==> config.mk <==
export PLATFORM = sky130hd
export DESIGN_NAME = tt_trace_capture_flat
export DESIGN_NICKNAME = d
export VERILOG_FILES = /design/src/rtl/tt_trace_capture_if.sv /design/src/rtl/tt_trace_capture.sv /design/src/flat_wrapper.sv
export SDC_FILE = /design/constraint.sdc
export NUM_CORES = 1
export LEC_CHECK = 0
export CORE_MARGIN = 4
export CORE_UTILIZATION = 53
export DETAILED_ROUTE_END_ITERATION = 7
export MAX_ROUTING_LAYER = met4
export PLACE_DENSITY = 0.78
export SKIP_LAST_GASP = 1
export SYNTH_ARGS = -nofsm -noshare
export SYNTH_HDL_FRONTEND = slang
export SYNTH_SLANG_ARGS = --single-unit
==> constraint.sdc <==
create_clock -name clk -period 2.7 [get_ports clk]
set_clock_uncertainty 0.2 [all_clocks]
set_input_delay 0.54 -clock clk [delete_from_list [all_inputs] [get_ports clk]]
set_output_delay 0.54 -clock clk [all_outputs]
set_load 0.01 [all_outputs]
==> src/rtl/tt_trace_capture_if.sv <==
// Readout port of the trace buffer: one-sample-per-request pull interface.
// The requester (master) drives rd_en; the buffer (slave) answers a cycle later.
interface tt_trace_capture_if #(
    parameter int DATA_W = 8
);
    logic              rd_en;
    logic [DATA_W-1:0] rd_data;
    logic              rd_valid;

    modport master (output rd_en, input rd_data, input rd_valid);
    modport slave  (input rd_en, output rd_data, output rd_valid);
endinterface

==> src/rtl/tt_trace_capture.sv <==
// Logic-analyser trace buffer: circular pre-trigger capture, masked trigger,
// programmable post-trigger count, then frozen oldest-first readout.
module tt_trace_capture #(
    parameter int DATA_W = 8,
    parameter int DEPTH  = 16,
    parameter int ADDR_W = $clog2(DEPTH)
) (
    input  logic                   clk,
    input  logic                   rst_n,
    input  logic                   ena,
    input  logic [DATA_W-1:0]      probe,
    input  logic [DATA_W-1:0]      trig_mask,
    input  logic [DATA_W-1:0]      trig_value,
    input  logic [ADDR_W-1:0]      post_count,
    input  logic                   arm,
    tt_trace_capture_if.slave      rd,
    output logic [1:0]             state,
    output logic [ADDR_W:0]        fill
);
    typedef enum logic [1:0] {
        ST_IDLE  = 2'd0,
        ST_ARMED = 2'd1,
        ST_POST  = 2'd2,
        ST_DONE  = 2'd3
    } state_e;

    localparam logic [ADDR_W:0] FULL = (ADDR_W + 1)'(DEPTH);

    state_e            state_q, state_d;
    logic [ADDR_W-1:0] wptr_q, wptr_d;
    logic [ADDR_W-1:0] rptr_q, rptr_d;
    logic [ADDR_W-1:0] post_q, post_d;
    logic [ADDR_W:0]   fill_q, fill_d;
    logic [ADDR_W:0]   rcnt_q, rcnt_d;
    logic [DATA_W-1:0] rd_data_q, rd_data_d;
    logic              rd_valid_q, rd_valid_d;

    logic [DATA_W-1:0] mem [DEPTH];

    logic              wr_en;
    logic              trig_hit;
    logic [ADDR_W-1:0] wptr_inc;
    logic [ADDR_W:0]   fill_inc;
    logic [ADDR_W-1:0] done_rptr;

    assign trig_hit = (probe & trig_mask) == (trig_value & trig_mask);
    assign wptr_inc = wptr_q + 1'b1;
    assign fill_inc = (fill_q == FULL) ? fill_q : fill_q + 1'b1;
    // Oldest sample sits at the next write slot once the buffer has wrapped.
    assign done_rptr = (fill_inc == FULL) ? wptr_inc : '0;

    always_comb begin
        state_d    = state_q;
        wptr_d     = wptr_q;
        rptr_d     = rptr_q;
        post_d     = post_q;
        fill_d     = fill_q;
        rcnt_d     = rcnt_q;
        rd_data_d  = rd_data_q;
        rd_valid_d = 1'b0;
        wr_en      = 1'b0;

        if (ena) begin
            if (arm) begin
                state_d = ST_ARMED;
                wptr_d  = '0;
                rptr_d  = '0;
                fill_d  = '0;
                rcnt_d  = '0;
            end else begin
                case (state_q)
                    ST_ARMED: begin
                        wr_en  = 1'b1;
                        wptr_d = wptr_inc;
                        fill_d = fill_inc;
                        if (trig_hit) begin
                            if (post_count == '0) begin
                                state_d = ST_DONE;
                                rptr_d  = done_rptr;
                                rcnt_d  = '0;
                            end else begin
                                state_d = ST_POST;
                                post_d  = post_count;
                            end
                        end
                    end
                    ST_POST: begin
                        wr_en  = 1'b1;
                        wptr_d = wptr_inc;
                        fill_d = fill_inc;
                        post_d = post_q - 1'b1;
                        if (post_q == ADDR_W'(1)) begin
                            state_d = ST_DONE;
                            rptr_d  = done_rptr;
                            rcnt_d  = '0;
                        end
                    end
                    ST_DONE: begin
                        if (rd.rd_en && (rcnt_q < fill_q)) begin
                            rd_data_d  = mem[rptr_q];
                            rd_valid_d = 1'b1;
                            rptr_d     = rptr_q + 1'b1;
                            rcnt_d     = rcnt_q + 1'b1;
                        end
                    end
                    default: ;
                endcase
            end
        end
    end

    always_ff @(posedge clk) begin
        if (!rst_n) begin
            state_q    <= ST_IDLE;
            wptr_q     <= '0;
            rptr_q     <= '0;
            post_q     <= '0;
            fill_q     <= '0;
            rcnt_q     <= '0;
            rd_data_q  <= '0;
            rd_valid_q <= 1'b0;
        end else begin
            state_q    <= state_d;
            wptr_q     <= wptr_d;
            rptr_q     <= rptr_d;
            post_q     <= post_d;
            fill_q     <= fill_d;
            rcnt_q     <= rcnt_d;
            rd_data_q  <= rd_data_d;
            rd_valid_q <= rd_valid_d;
        end
    end

    // Sample storage carries no reset; validity is tracked by fill.
    always_ff @(posedge clk) begin
        if (rst_n && wr_en) begin
            mem[wptr_q] <= probe;
        end
    end

    assign state       = state_q;
    assign fill        = fill_q;
    assign rd.rd_data  = rd_data_q;
    assign rd.rd_valid = rd_valid_q;
endmodule
==> src/flat_wrapper.sv <==
// flat-port wrapper written by rule: the top's interface ports become plain ports
module tt_trace_capture_flat 
#(
    parameter int DATA_W = 8,
    parameter int DEPTH  = 16,
    parameter int ADDR_W = $clog2(DEPTH)
)
  (clk, rst_n, ena, probe, trig_mask, trig_value, post_count, arm, state, fill, rd_rd_en, rd_rd_data, rd_rd_valid);
  tt_trace_capture_if #(.DATA_W(DATA_W)) rd_i ();
  input  logic clk;
  input  logic rst_n;
  input  logic ena;
  input  logic [DATA_W-1:0] probe;
  input  logic [DATA_W-1:0] trig_mask;
  input  logic [DATA_W-1:0] trig_value;
  input  logic [ADDR_W-1:0] post_count;
  input  logic arm;
  output logic [1:0] state;
  output logic [ADDR_W:0] fill;
  input wire logic [$bits(rd_i.rd_en)-1:0] rd_rd_en;
  output wire logic [$bits(rd_i.rd_data)-1:0] rd_rd_data;
  output wire logic [$bits(rd_i.rd_valid)-1:0] rd_rd_valid;
  assign rd_i.rd_en = rd_rd_en;
  assign rd_rd_data = rd_i.rd_data;
  assign rd_rd_valid = rd_i.rd_valid;
  tt_trace_capture #(.DATA_W(DATA_W), .DEPTH(DEPTH), .ADDR_W(ADDR_W)) u_core (.clk(clk), .rst_n(rst_n), .ena(ena), .probe(probe), .trig_mask(trig_mask), .trig_value(trig_value), .post_count(post_count), .arm(arm), .rd(rd_i), .state(state), .fill(fill));
endmodule
==> metrics.txt, run 1 <==
post-synth top area share 0.546; CP required 2850 ps; Startpoint Class register; Synth Area in Compound Gates 0.0615; Vias/cell just under 6; clk_lat worst skew approximately 430 ps; # hold bufs at CTS 0; CP top delay family simple AND/OR/NAND/NOR gates; Final Max Tran Viols 0; DRC 0; layout cell share with drive strength beyond 1 0.235; mux contribution to synthesized area 0.148; Post-Synth Simple-Gate Area 0.0847; CTS Buf Count 17; H-tree level count 4; Boundary Pins 49; Hold Slack 291 ps; RSZ-0062 raised after global routing false; first-pass GRT wire length ~25000 microns; cell taking the most area after synthesis edfxtp_1; Min Clock Period, post-route 2560 ps; period utilisation layout 0.948; DP HPWL ~11000 microns; WP data arrival ~2700 ps; Reg area between 4000 and 5000 sq um; root buf cell clkbuf_16; Hold Startpoint u_core.post_q[1]; CTS Buffer Depth 2; Yosys Warn Count 0; GRT Total Usage 0.234; PD cells between 600 and 700 nW/um^2; max frequency a little under 400 MHz; critical-path cell list inv_1 > ha_1 > nand2_1 > nor3_2 > or3_4 > nor4_4 > buf_4 > o21ai_2 > a221oi_2; Port Buffer Count 48; number of DRC markers in iteration 0 ~420; Syn Area/Cell ~16 sq um; outcome finished, final reports clean; critical path peak fanout 7; slowest stage cell on the critical path dfxtp_1; CP endpoint kind register; Synth async-reset ratio 0; Max transition margin 0.676; Reg2Reg Launch Point u_core.fill[4]; number of max-cap violations 0; CTS tree done; final hold violations 0; Setup Buffers After CTS 0; Critical path buffers and inverters 2; number of clock sinks between 150 and 200; grt total ovfl 0; VDD IR max roughly 450 uV; largest family of logic cells by synthesized area multiplexers; Starting Density 0.549; Final ANT Viol Nets 0; Synth Register Bits between 150 and 200; Post-Synth XOR/XNOR Area 0.0149; FP Rows between 40 and 50; vias in the first global route between 4000 and 5000; Total Power between 5000 and 6000 uW; top post-synthesis cells by area edfxtp_1, mux4_2, dfxtp_1; register area share after synthesis 0.640; DRT Wirelength around 16000 microns; Area Growth Syn to Fin 22.3%; Worst Tran Pin Value 483 ps; Final #Nets between 500 and 600; Multi-input gate area about 2400 sq um; Cells after Synth 451; HP Class reg -> reg; Core Region around 13000 sq um; final setup fails 0; ys flop type edfxtp_1; P_leak between 0.002 and 0.003 uW; fillers a little under 900; Worst Setup SP u_core.fill[4]; routed length per instance roughly 22 microns; synthesized net count ~500; Yosys cell types 56; TritonRoute pass-1 iters 5; Die X roughly 120 microns; vias 4356; WS Path Type reg -> reg; EDFF count, synth around 130; clock slew seen by the registers of the worst setup and hold paths 60 ps; Setup Slack @ Placement -190 ps; adder-cell share of the synthesized area 0.0302; Die Ht between 100 and 150 microns; pin count of the biggest net entering global routing 35; initial antenna violation count 0; post_cts resized 0; Antenna Cells 0; post-route core utilization 0.672; Final WS setup 139 ps; RD Place Congestion between 0.9 and 1; Post-Syn Area a little over 7000 sq um; CP peak stage delay ~440 ps; die area 15200 sq um
[kinds of logic (layout without fill, tap and decap cells)]
kind of cell	after synthesis	count (layout)
xor gates and xnor gates	12	12
AOI/OAI and AO/OA	57	57
buffers and inverters	39	149
and+or+nand+nor	111	111
DFF	161	161
muxes	54	54
adders and majority gates	17	17
[path summary, 6_finish.rpt]
| check | to | slack, ps | cells after the start |
|---|---|---|---|
| hold / removal | u_core.post_q[1] | 290 | 2 |
| hold reg to reg | u_core.post_q[1] | 290 | 2 |
| setup reg to reg | u_core.rptr_q[3] | 140 | 9 |
| setup / recovery | u_core.rptr_q[3] | 140 | 9 |
[worst reg2reg max path: stages (launching register included)]
cell and delay, ps:
dfxtp_1 440, inv_1 90, ha_1 360, nand2_1 140, nor3_2 70, or3_4 420, nor4_4 270, buf_4 190
o21ai_2 60, a221oi_2 250
[cells in the mapped netlist, types with 2 or more instances]
cell type / number
edfxtp_1: 128
mux4_2: 40
nor2_1: 40
dfxtp_1: 33
inv_1: 19
nand2_1: 18
ha_1: 17
mux2i_1: 14
clkbuf_1: 13
nor3_1: 13
xor2_1: 11
o21ai_0: 9
nand2b_1: 7
and3_1: 6
o21ai_1: 6
a21oi_1: 5
a22o_1: 5
a22oi_1: 5
nand4_1: 4
o211ai_1: 4
o31ai_1: 4
buf_2: 3
nand3_1: 3
o21a_1: 3
a211oi_1: 2
a221oi_2: 2
a31oi_1: 2
and2_1: 2
buf_1: 2
inv_2: 2
nand3b_1: 2
nor4_4: 2
or3_1: 2
[cells in the final DEF, fill, tap and decap left out, types with 3 or more instances in the layout]
cell and n:
edfxtp_1 128, clkdlybuf4s50_1 48, buf_4 47, nor2_1 40, mux4_2 40, dfxtp_1 32, inv_1 19, nand2_1 18
ha_1 17, clkbuf_16 17, mux2i_1 14, nor3_1 13, xor2_1 11, o21ai_0 9, nand2b_1 7, and3_1 6
o21ai_1 6, a21oi_1 5, a22o_1 5, a22oi_1 5, nand4_1 4, o31ai_1 4, o211ai_1 4, nand3_1 3
o21a_1 3, clkbuf_1 3, inv_6 3, clkinvlp_4 3
[stage by stage]
step,instances,TNS (ps),cell area (sq um)
after floorplan,451,0,7040
after global placement,702,-1060,8060
after detailed placement,702,-1370,8060
after CTS,733,0,8600
after global routing,733,0,8610
final,733,0,8610
[metal layers]
metal  track usage  vias up  wire length [microns]
met2         0.354      196                   7740
li1              -     1955                      -
met4        0.0858        0                    388
met1         0.314     2180                   6670
met3        0.0535       25                   1120
met5             -        -                      0
[layout make-up]
class | instances | share of cell area
Clock buffer | 20 | 0.0507
Clock inverter | 11 | 0.0122
Inverter | 21 | 0.00915
Multi-Input combinational cell | 251 | 0.279
Sequential cell | 161 | 0.523
Tap cell | 172 | 0.0250
Timing Repair Buffer | 97 | 0.101
[report_power, final]
group / internal (uW) / total [uW] / switching (uW)
logic: 155 / 327 / 173
clock network: 1270 / 2230 / 963
registers: 2690 / 2710 / 19.1
total: 4110 / 5260 / 1150
[registers in the layout, indices dropped and copies added (netlist names)]
| name | flops |
|---|---|
| u_core.rd.rd_valid | 1 |
| u_core.rptr_q | 4 |
| u_core.fill | 5 |
| u_core.wptr_q | 4 |
| u_core.state | 2 |
| u_core.post_q | 4 |
| u_core.rd.rd_data | 8 |
| u_core.mem | 128 |
| u_core.rcnt_q | 5 |
No activity file was read; power rests on OpenSTA's default activity.
==> run 2, diff against run 1 <==
MAX_ROUTING_LAYER = not set   (was met4)
SLEW_MARGIN = 10   (was not set)
==> run 2 against run 1 <==
Against the previous run:
- final cell count is 0.68% higher
- routed wire length is 0.60% lower
- clock power is 2% higher
- sequential power hardly changed
- global-route usage is 0.88 points lower
- highest routed layer unchanged
==> metrics.txt, run 2 (same netlist as run 1, synthesis figures left out) <==
DP HPWL 10700 microns (was 10600 microns); sequential power share 0.508 (was 0.514); Boundary Pins 49 (unchanged); FP Rows 41 (unchanged); final setup fails 0 (unchanged); CTS Buffer Depth 2 (unchanged); # hold bufs at CTS 0 (unchanged); Setup Slack @ Placement -302 ps (was -190 ps); TritonRoute pass-1 iters 5 (unchanged); clock slew seen by the registers of the worst setup and hold paths 60 ps (about the same); grt total ovfl 0 (unchanged); NetSw 1200 uW (was 1150 uW); commonest non-fill, non-tap cell in the layout edfxtp_1 (unchanged); Largest Register u_core.mem (unchanged); initial antenna violation count 0 (unchanged); CP peak stage delay 530 ps (was 440 ps); first-pass GRT wire length 24500 microns (was 24900 microns); clk_lat worst skew 430 ps (about the same); number of DRC markers in iteration 0 358 (was 421); number of max-cap violations 0 (unchanged); Internal 4130 uW (was 4110 uW); outcome finished, final reports clean (unchanged); CP required 2810 ps (was 2850 ps); Final ANT Viol Nets 0 (unchanged); Final WS setup 116 ps (was 139 ps); setup TNS 0 ps (unchanged); PD cells 614 nW/um^2 (was 611 nW/um^2); Worst Tran Pin Value 495 ps (was 483 ps); dpl cell area 8070 sq um (was 8060 sq um); Startpoint Class primary input (was register); Post-Layout Cell Count 738 (was 733); P_leak 0.00299 uW (was 0.00295 uW); Logic pwr share 0.063 (was 0.062); HP Class reg -> reg (unchanged); DRC 0 (unchanged); Area Growth Syn to Fin 23.1% (was 22.3%); Min Clock Period, post-route 2580 ps (was 2560 ps); vias in the first global route 4389 (was 4328); fin area 8670 sq um (was 8610 sq um); Port Buffer Count 48 (unchanged); layout cell share with drive strength beyond 1 0.247 (was 0.235); Cells after DPL 703 (was 702); root buf cell clkbuf_16 (unchanged); pin count of the biggest net entering global routing 35 (unchanged); RD Place Congestion 0.897 (was 0.937); CTS tree done (unchanged); Starting Density 0.549 (unchanged); critical-path cell list clkdlybuf4s50_1 > xor2_1 > a22oi_1 > a41oi_4 > nor3_4 > buf_4 > a21boi_1 > o22ai_1 (was inv_1 > ha_1 > nand2_1 > nor3_2 > or3_4 > nor4_4 > buf_4 > o21ai_2 > a221oi_2); period utilisation layout 0.957 (was 0.948); WP data arrival 2700 ps (was 2710 ps); Clk pwr share 0.428 (was 0.424); H-tree level count 4 (unchanged); Die X 123 microns (unchanged); Vias/cell 5.84 (was 5.94); max frequency 387 MHz (was 391 MHz); WS Path Type in -> reg (was reg -> reg); CP endpoint kind register (unchanged); slowest stage cell on the critical path clkdlybuf4s50_1 (was dfxtp_1); Final #Nets 603 (was 599); GRT Total Usage 0.225 (was 0.234); CTS Buf Count 17 (unchanged); Antenna Cells 0 (unchanged); DRT Wirelength 15800 microns (was 15900 microns); RSZ-0062 raised after global routing false (unchanged); die area 15200 sq um (unchanged); routed length per instance 21.4 microns (was 21.7 microns); number of clock sinks 161 (unchanged); Final Max Tran Viols 0 (unchanged); VDD IR max 483 uV (was 453 uV); Core Region 12800 sq um (unchanged); Die Ht 123 microns (unchanged); Max transition margin 0.668 (was 0.676); Largest register FFs 128 (unchanged); most frequent cells in the layout edfxtp_1, buf_4, clkdlybuf4s50_1 (was edfxtp_1, clkdlybuf4s50_1, buf_4); post-route core utilization 0.676 (was 0.672); vias 4311 (was 4356); final hold violations 0 (unchanged); critical path peak fanout 6 (was 7); fraction of power spent switching nets 0.225 (was 0.219)
run 2: repair_timing:
action	CTS	global route
endpoints found under the setup margin	0	7
hold endpoints to repair	0	0
gates resized for setup	0	3
setup buffers	0	3
run 2: routing by layer:
| metal | GRT usage | part of all wire | up-vias |
|---|---|---|---|
| met4 | 0.0969 | 0.022 | 0 |
| met3 | 0.0453 | 0.053 | 27 |
| met5 | 0 | 0 | - |
| li1 | - | - | 1964 |
| met1 | 0.308 | 0.43 | 2164 |
| met2 | 0.355 | 0.50 | 156 |
run 2: power groups by stage:
| stage | clock network [uW] | registers [uW] | logic, uW |
|---|---|---|---|
| 5_1_grt | 2440 | 2710 | 361 |
| 6_report | 2280 | 2710 | 337 |
| 2_1_floorplan | 0 | 2750 | 156 |
| 4_1_cts | 2310 | 2700 | 322 |
| 3_5_place_dp | 0 | 2760 | 319 |
| 3_3_place_gp | 0 | 2760 | 308 |
run 2: layout make-up:
| type | count | area [sq um] |
|---|---|---|
| well taps | 172 | 215 |
| clock buffers | 18 | 429 |
| flip-flops and latches | 161 | 4510 |
| multi-input cells | 251 | 2400 |
| inverters | 21 | 78.8 |
| fillers | 857 | 4160 |
| repair buffers | 101 | 903 |
| clock inverters | 14 | 133 |
run 2: path summary, 6_finish.rpt:
path / slack [ps] / endpoint / from / cells past startpoint
worst max register to register: 160 / u_core.rptr_q[3] / u_core.fill[1] / 9
worst min-delay path: 290 / u_core.post_q[1] / u_core.post_q[1] / 2
worst max-delay path: 120 / u_core.rcnt_q[2] / probe[2] / 8
worst min register to register: 290 / u_core.post_q[1] / u_core.post_q[1] / 2
run 2: critical path: cells and delay by family:
kind | cells | cell delay, ps
simple gates | 1 | 350
compound gates | 4 | 850
buf+inv | 2 | 710
xor+xnor | 1 | 240
run 2: through the flow:
stage,power [uW],hold WS [ps]
final,5320,290
after global routing,5500,323
after CTS,5340,293
after detailed placement,3080,284
after global placement,3060,271
after floorplan,2910,251
